`src/rtl/i2c_target_if.sv`:
```
// Signal bundle between an I2C target and its environment: raw pin levels, the
// open-drain SDA enable, and the byte-level write/read user interface.
interface i2c_target_if;
   logic       scl_in;
   logic       sda_in;
   logic       sda_oe;
   logic [7:0] rx_data;
   logic       rx_valid;
   logic       rx_first;
   logic [7:0] tx_data;
   logic       tx_req;
   logic       start_det;
   logic       stop_det;
   logic       busy;

   modport slave (
      input  scl_in, sda_in, tx_data,
      output sda_oe, rx_data, rx_valid, rx_first, tx_req, start_det, stop_det, busy
   );

   modport master (
      output scl_in, sda_in, tx_data,
      input  sda_oe, rx_data, rx_valid, rx_first, tx_req, start_det, stop_det, busy
   );
endinterface

```
`src/rtl/i2c_target.sv`:
```
// Oversampling I2C target: START/STOP detection, 7-bit address match with ACK,
// byte-strobe write path and request-driven read path. Never drives SCL.
module i2c_target #(
   parameter logic [6:0] ADDR = 7'h50
) (
   input  logic        clk,
   input  logic        rst_n,
   i2c_target_if.slave bus
);

   typedef enum logic [2:0] {
      StIdle,
      StAddr,
      StAckA,
      StWr,
      StAckW,
      StRd,
      StAckR,
      StIgnore
   } state_e;

   // Synchronizers reset to the idle-bus level so reset release makes no false edge.
   logic [1:0] scl_sync_q, sda_sync_q;
   logic       scl_hist_q, sda_hist_q;

   always_ff @(posedge clk or negedge rst_n) begin
      if (!rst_n) begin
         scl_sync_q <= 2'b11;
         sda_sync_q <= 2'b11;
         scl_hist_q <= 1'b1;
         sda_hist_q <= 1'b1;
      end else begin
         scl_sync_q <= {scl_sync_q[0], bus.scl_in};
         sda_sync_q <= {sda_sync_q[0], bus.sda_in};
         scl_hist_q <= scl_sync_q[1];
         sda_hist_q <= sda_sync_q[1];
      end
   end

   logic scl_s, sda_s;
   logic scl_rise, scl_fall, sda_rise, sda_fall;
   logic start_c, stop_c;

   assign scl_s    = scl_sync_q[1];
   assign sda_s    = sda_sync_q[1];
   assign scl_rise = scl_s & ~scl_hist_q;
   assign scl_fall = ~scl_s & scl_hist_q;
   assign sda_rise = sda_s & ~sda_hist_q;
   assign sda_fall = ~sda_s & sda_hist_q;
   assign start_c  = sda_fall & scl_s;
   assign stop_c   = sda_rise & scl_s;

   state_e     state_q;
   logic [2:0] cnt_q;
   logic [7:0] shift_q;
   logic       rw_q;
   logic       ack_drv_q;
   logic       last_q;
   logic       first_q;
   logic       oe_tgt_q;
   logic       oe_upd_q;
   logic       sda_oe_q;
   logic [7:0] rx_data_q;
   logic       rx_valid_q;
   logic       rx_first_q;
   logic       tx_req_q;
   logic       start_q;
   logic       stop_q;
   logic       busy_q;

   // SDA changes are staged in oe_tgt_q on scl_fall and applied one cycle later,
   // giving extra hold time after SCL low; START/STOP/reset release SDA at once.
   always_ff @(posedge clk or negedge rst_n) begin
      if (!rst_n) begin
         state_q    <= StIdle;
         cnt_q      <= 3'd7;
         shift_q    <= 8'h00;
         rw_q       <= 1'b0;
         ack_drv_q  <= 1'b0;
         last_q     <= 1'b0;
         first_q    <= 1'b0;
         oe_tgt_q   <= 1'b0;
         oe_upd_q   <= 1'b0;
         sda_oe_q   <= 1'b0;
         rx_data_q  <= 8'h00;
         rx_valid_q <= 1'b0;
         rx_first_q <= 1'b0;
         tx_req_q   <= 1'b0;
         start_q    <= 1'b0;
         stop_q     <= 1'b0;
         busy_q     <= 1'b0;
      end else begin
         rx_valid_q <= 1'b0;
         tx_req_q   <= 1'b0;
         start_q    <= 1'b0;
         stop_q     <= 1'b0;
         oe_upd_q   <= 1'b0;
         if (oe_upd_q) sda_oe_q <= oe_tgt_q;
         // The user presents tx_data during the tx_req cycle.
         if (tx_req_q) shift_q <= bus.tx_data;

         if (stop_c) begin
            state_q  <= StIdle;
            sda_oe_q <= 1'b0;
            busy_q   <= 1'b0;
            stop_q   <= 1'b1;
         end else if (start_c) begin
            state_q  <= StAddr;
            cnt_q    <= 3'd7;
            sda_oe_q <= 1'b0;
            busy_q   <= 1'b0;
            start_q  <= 1'b1;
         end else begin
            case (state_q)
               StIdle: ;

               StAddr: begin
                  if (scl_rise) begin
                     shift_q <= {shift_q[6:0], sda_s};
                     cnt_q   <= cnt_q - 3'd1;
                     if (cnt_q == 3'd0) begin
                        if (shift_q[6:0] == ADDR) begin
                           state_q   <= StAckA;
                           rw_q      <= sda_s;
                           ack_drv_q <= 1'b0;
                        end else begin
                           state_q <= StIgnore;
                        end
                     end
                  end
               end

               // First fall drives the ACK; the ACK's trailing fall enters the data phase.
               StAckA: begin
                  if (scl_fall) begin
                     oe_upd_q <= 1'b1;
                     if (!ack_drv_q) begin
                        ack_drv_q <= 1'b1;
                        oe_tgt_q  <= 1'b1;
                        busy_q    <= 1'b1;
                     end else if (rw_q) begin
                        state_q  <= StRd;
                        oe_tgt_q <= ~shift_q[7];
                        shift_q  <= {shift_q[6:0], 1'b0};
                        cnt_q    <= 3'd6;
                        last_q   <= 1'b0;
                     end else begin
                        state_q  <= StWr;
                        oe_tgt_q <= 1'b0;
                        cnt_q    <= 3'd7;
                        last_q   <= 1'b0;
                        first_q  <= 1'b1;
                     end
                  end else if (scl_rise && ack_drv_q && rw_q) begin
                     tx_req_q <= 1'b1;
                  end
               end

               StWr: begin
                  if (scl_rise) begin
                     shift_q <= {shift_q[6:0], sda_s};
                     cnt_q   <= cnt_q - 3'd1;
                     if (cnt_q == 3'd0) begin
                        rx_data_q  <= {shift_q[6:0], sda_s};
                        rx_valid_q <= 1'b1;
                        rx_first_q <= first_q;
                        first_q    <= 1'b0;
                        last_q     <= 1'b1;
                     end
                  end else if (scl_fall && last_q) begin
                     state_q  <= StAckW;
                     oe_tgt_q <= 1'b1;
                     oe_upd_q <= 1'b1;
                     last_q   <= 1'b0;
                  end
               end

               StAckW: begin
                  if (scl_fall) begin
                     state_q  <= StWr;
                     oe_tgt_q <= 1'b0;
                     oe_upd_q <= 1'b1;
                     cnt_q    <= 3'd7;
                  end
               end

               StRd: begin
                  if (scl_fall) begin
                     oe_upd_q <= 1'b1;
                     if (last_q) begin
                        state_q  <= StAckR;
                        oe_tgt_q <= 1'b0;
                        last_q   <= 1'b0;
                     end else begin
                        oe_tgt_q <= ~shift_q[7];
                        shift_q  <= {shift_q[6:0], 1'b0};
                        cnt_q    <= cnt_q - 3'd1;
                        if (cnt_q == 3'd0) last_q <= 1'b1;
                     end
                  end
               end

               StAckR: begin
                  if (scl_rise) begin
                     if (!sda_s) begin
                        tx_req_q <= 1'b1;
                        state_q  <= StRd;
                        cnt_q    <= 3'd7;
                        last_q   <= 1'b0;
                     end else begin
                        state_q <= StIgnore;
                        busy_q  <= 1'b0;
                     end
                  end
               end

               StIgnore: ;

               default: state_q <= StIdle;
            endcase
         end
      end
   end

   assign bus.sda_oe    = sda_oe_q;
   assign bus.rx_data   = rx_data_q;
   assign bus.rx_valid  = rx_valid_q;
   assign bus.rx_first  = rx_first_q;
   assign bus.tx_req    = tx_req_q;
   assign bus.start_det = start_q;
   assign bus.stop_det  = stop_q;
   assign bus.busy      = busy_q;

endmodule

```
`src/flat_wrapper.sv`:
```
// flat-port wrapper written by rule: the top's interface ports become plain ports
module i2c_target_flat 
#(
   parameter logic [6:0] ADDR = 7'h50
)
  (clk, rst_n, bus_scl_in, bus_sda_in, bus_tx_data, bus_sda_oe, bus_rx_data, bus_rx_valid, bus_rx_first, bus_tx_req, bus_start_det, bus_stop_det, bus_busy);
  i2c_target_if bus_i ();
  input  logic clk;
  input  logic rst_n;
  input wire logic [$bits(bus_i.scl_in)-1:0] bus_scl_in;
  input wire logic [$bits(bus_i.sda_in)-1:0] bus_sda_in;
  input wire logic [$bits(bus_i.tx_data)-1:0] bus_tx_data;
  output wire logic [$bits(bus_i.sda_oe)-1:0] bus_sda_oe;
  output wire logic [$bits(bus_i.rx_data)-1:0] bus_rx_data;
  output wire logic [$bits(bus_i.rx_valid)-1:0] bus_rx_valid;
  output wire logic [$bits(bus_i.rx_first)-1:0] bus_rx_first;
  output wire logic [$bits(bus_i.tx_req)-1:0] bus_tx_req;
  output wire logic [$bits(bus_i.start_det)-1:0] bus_start_det;
  output wire logic [$bits(bus_i.stop_det)-1:0] bus_stop_det;
  output wire logic [$bits(bus_i.busy)-1:0] bus_busy;
  assign bus_i.scl_in = bus_scl_in;
  assign bus_i.sda_in = bus_sda_in;
  assign bus_i.tx_data = bus_tx_data;
  assign bus_sda_oe = bus_i.sda_oe;
  assign bus_rx_data = bus_i.rx_data;
  assign bus_rx_valid = bus_i.rx_valid;
  assign bus_rx_first = bus_i.rx_first;
  assign bus_tx_req = bus_i.tx_req;
  assign bus_start_det = bus_i.start_det;
  assign bus_stop_det = bus_i.stop_det;
  assign bus_busy = bus_i.busy;
  i2c_target #(.ADDR(ADDR)) u_core (.clk(clk), .rst_n(rst_n), .bus(bus_i));
endmodule
```
`config.mk`:
```
export PLATFORM = sky130hd
export DESIGN_NAME = i2c_target_flat
export DESIGN_NICKNAME = d
export VERILOG_FILES = /design/src/rtl/i2c_target_if.sv /design/src/rtl/i2c_target.sv /design/src/flat_wrapper.sv
export SDC_FILE = /design/constraint.sdc
export NUM_CORES = 1
export LEC_CHECK = 0
export CAP_MARGIN = 20
export CORE_ASPECT_RATIO = 0.7
export CORE_UTILIZATION = 42
export DETAILED_ROUTE_END_ITERATION = 7
export GPL_ROUTABILITY_DRIVEN = 0
export PLACE_DENSITY = 0.75
export SLEW_MARGIN = 20
export SYNTH_ARGS = -nofsm -noshare
export SYNTH_HDL_FRONTEND = slang
export SYNTH_SLANG_ARGS = --single-unit
```
`constraint.sdc`:
```
create_clock -name clk -period 1.9 [get_ports clk]
set_input_delay 0.38 -clock clk [delete_from_list [all_inputs] [get_ports clk]]
set_output_delay 0.38 -clock clk [all_outputs]
set_load 0.03 [all_outputs]
```
==> impl_metrics.toml <==
[finish]
drive_above_1_share = 0.260
multi_input_area_um2 = 1260
nets = 305
regArea_um2 = 1040
syn2layout_area_growth_pct = 30.8
insertedDiodeCount = 0
utilization = 0.578
fill_cells = 442
stdcell_count = 364

[synthesis]
synthMuxAreaShare = 0.0917
synth_nets = 254
synth_edf_count = 0
synth.top_cells.by_area = "dfrtp_1, dfstp_2, mux2i_1"
synth_compound_area_frac = 0.218
ys_warn_count = 0
yosysTopAreaCell = "dfrtp_1"
synth_flop_cell = "dfrtp_1"
ys_seq_elements = 41
synth-async-reset-ratio = 1.00
seq_area_frac_synth = 0.442
synth_top_family_by_area = "compound AO/OA/AOI/OAI gates"
syn_inst = 240
synth-simple-area-share = 0.184
synthDistinctLibCells = 61
synth_fa_ha_area_frac = 0.0107
yosysTopAreaCellShare = 0.341
syn_area_um2 = 2350
postSynthAreaPerCell_um2 = 9.78
synth_xor_area_frac = 0.00373

[clocking]
clk_latency_ns = 0.30
cts_tree = "yes"
cts_num_sinks = 41
cts_max_level = 2
clk_pin_slew_ns = 0.08
clk_path_buf_depth = 2
numCtsBuffers = 5
ctsHoldBuffers = 0
cts-root-buf = "clkbuf_8"

[timing]
fin_ws_ns = 0.0524
finalCriticalPeriod_ns = 1.85
hold_violations = 0
tightest_slew_ns = 0.470
finalClockSkew_ns = 0.00658
setup_viol = 0
holdWs_ns = 0.0196
post-route-period-util = 0.972
relSlewSlack = 0.687
slew_violations = 0
fmax_mhz = 541

[global_routing]
antenna_found_initial = 0
grt_max_degree = 23
grt_pass1_vias = 1987
grt_pass1_wl_mm = 9.90
globalRouteOverflowTotal = 0
grt.total_usage = 0.216

[route]
firstDrtPassIters = 5
drtIter0Drc = 214
wl_per_cell_um = 16.1
antenna_left = 0
via_per_inst = 5.74
routed_wl_mm = 5.85
vias = 2089
drc_errors = 0

[die]
die_y_um = 64.5
start_util = 0.442
rows = 22
design.die.area_um2 = 5890
ios = 27
coreArea_um2 = 5310
die_w_um = 91.3

[placement]
dpl.cell_count = 353
dp_slack_ns = -0.0575
port_buffers = 26
hpwlAfterDp_mm = 4.37

[job]
max_cap_violations = 0

[power_and_ir_drop]
total_leakage_power_nw = 1.28
finalPower_mw = 4.05
peakVddDrop_v = 0.000660
power.density_nw_per_um2 = 1320

[setup_path]
critPathMaxStageDelay_ns = 0.55
critPathLaunchType = "flip-flop"
critPathTopFamily = "flip-flops"
cp_slowest_cell = "dfstp_2"
cp_max_fo = 9
crit_type = "flip-flop to flip-flop"
required_ns = 2.09
arrival_ns = 2.03
cp-end-kind = "flip-flop"
crit_chain = "inv_1 -> ha_1 -> nor2b_4 -> buf_4 -> nand4_2 -> nor2_4 -> buf_12 -> mux2_1"
critical_path_buf_inv_count = 3

[hold_path]
hp-class = "input port to asynchronous set/reset pin"

[run_status]
run_status = "finished clean"
-- where the power goes --
group	leakage [nW]	internal, mW	switching [mW]	total [mW]
clock	0.0374	0.259	0.320	0.579
combinational	0.726	0.973	1.18	2.16
sequential	0.513	1.11	0.198	1.31
total	1.28	2.35	1.70	4.05
-- synth_stat cells, drive strengths merged (9+ instances only) --
| library cell | count |
|---|---|
| nand2 | 14 |
| nand3 | 9 |
| dfstp | 9 |
| o21ai | 20 |
| nor2 | 17 |
| buf | 11 |
| mux2 | 9 |
| mux2i | 11 |
| a21oi | 19 |
| dfrtp | 32 |
| inv | 9 |
| nor3 | 10 |
-- sequential cells by signal, summed over array words and instances, names as in the netlist, 2 cells and up --
name and count:
u_core.bus.rx_data 8, u_core.shift_q 8, u_core.cnt_q 3, u_core.state_q 3
u_core.scl_sync_q 2, u_core.sda_sync_q 2
-- layer usage --
layer  track usage  wire (um)
met5             0          0
met4        0.0317         25
met3        0.0822        507
met2         0.303       2470
met1         0.319       2850
-- metrics by stage --
| stage | TNS, ns | cell area (um^2) |
|---|---|---|
| finish | 0 | 3070 |
| global route | -0.0201 | 3070 |
| CTS | -0.0111 | 3000 |
| detailed placement | -0.116 | 2880 |
| global placement | -0.0679 | 2880 |
| floorplan | 0 | 2350 |
-- worst register-to-register path, delay by kind of cell, from the launching register on --
family                     cells  cell delay [ns]
adders and majority gates      1             0.18
buffers and inverters          3             0.35
DFF                            1             0.55
muxes                          1             0.33
and+or+nand+nor                3             0.33
-- area by class of cell --
cell class | instances | area share
clock buffers | 6 | 0.0236
clock inverters | 2 | 0.00489
inverters | 9 | 0.0110
multi-input cells | 174 | 0.411
flip-flops and latches | 41 | 0.338
well taps | 72 | 0.0294
repair buffers | 60 | 0.183
-- placed cells by master, fill, tap and decap left out, types with 9 or more instances in the layout --
master	instances
dfrtp_1	32
buf_4	30
clkdlybuf4s50_1	25
a21oi_1	17
nor2_1	15
nand2_1	14
o21ai_1	13
mux2i_1	11
nand3_1	9
nor3_1	9
dfstp_2	9
-- repair_timing --
| action | in CTS | in global routing |
|---|---|---|
| gates resized for setup | 3 | 12 |
| endpoints found under the setup margin | 8 | 19 |
| setup buffers | 1 | 2 |
| pin swaps | 1 | 1 |
-- cell families (layout without fill, tap and decap cells) --
logic type,Yosys count,count (layout)
xor gates and xnor gates,1,1
buffers and inverters,25,77
muxes,20,20
DFF,41,41
adders and majority gates,2,2
AOI/OAI and AO/OA,73,73
and+or+nand+nor,78,78
-- path summary, 6_finish.rpt --
check | slack [ns] | end | depth (start not counted) | start
max | 0.05 | u_core.bus.rx_data[2] | 8 | u_core.cnt_q[1]
min | 0.02 | u_core.first_q | 1 | rst_n
max reg2reg | 0.05 | u_core.bus.rx_data[2] | 8 | u_core.cnt_q[1]
min reg2reg | 0.36 | u_core.scl_sync_q[1] | 0 | u_core.scl_sync_q[0]
max in group asynchronous | 1.40 | u_core.oe_upd_q | 2 | rst_n
min in group clk | 0.36 | u_core.scl_sync_q[1] | 0 | u_core.scl_sync_q[0]
(Power assumes the default switching activity.)
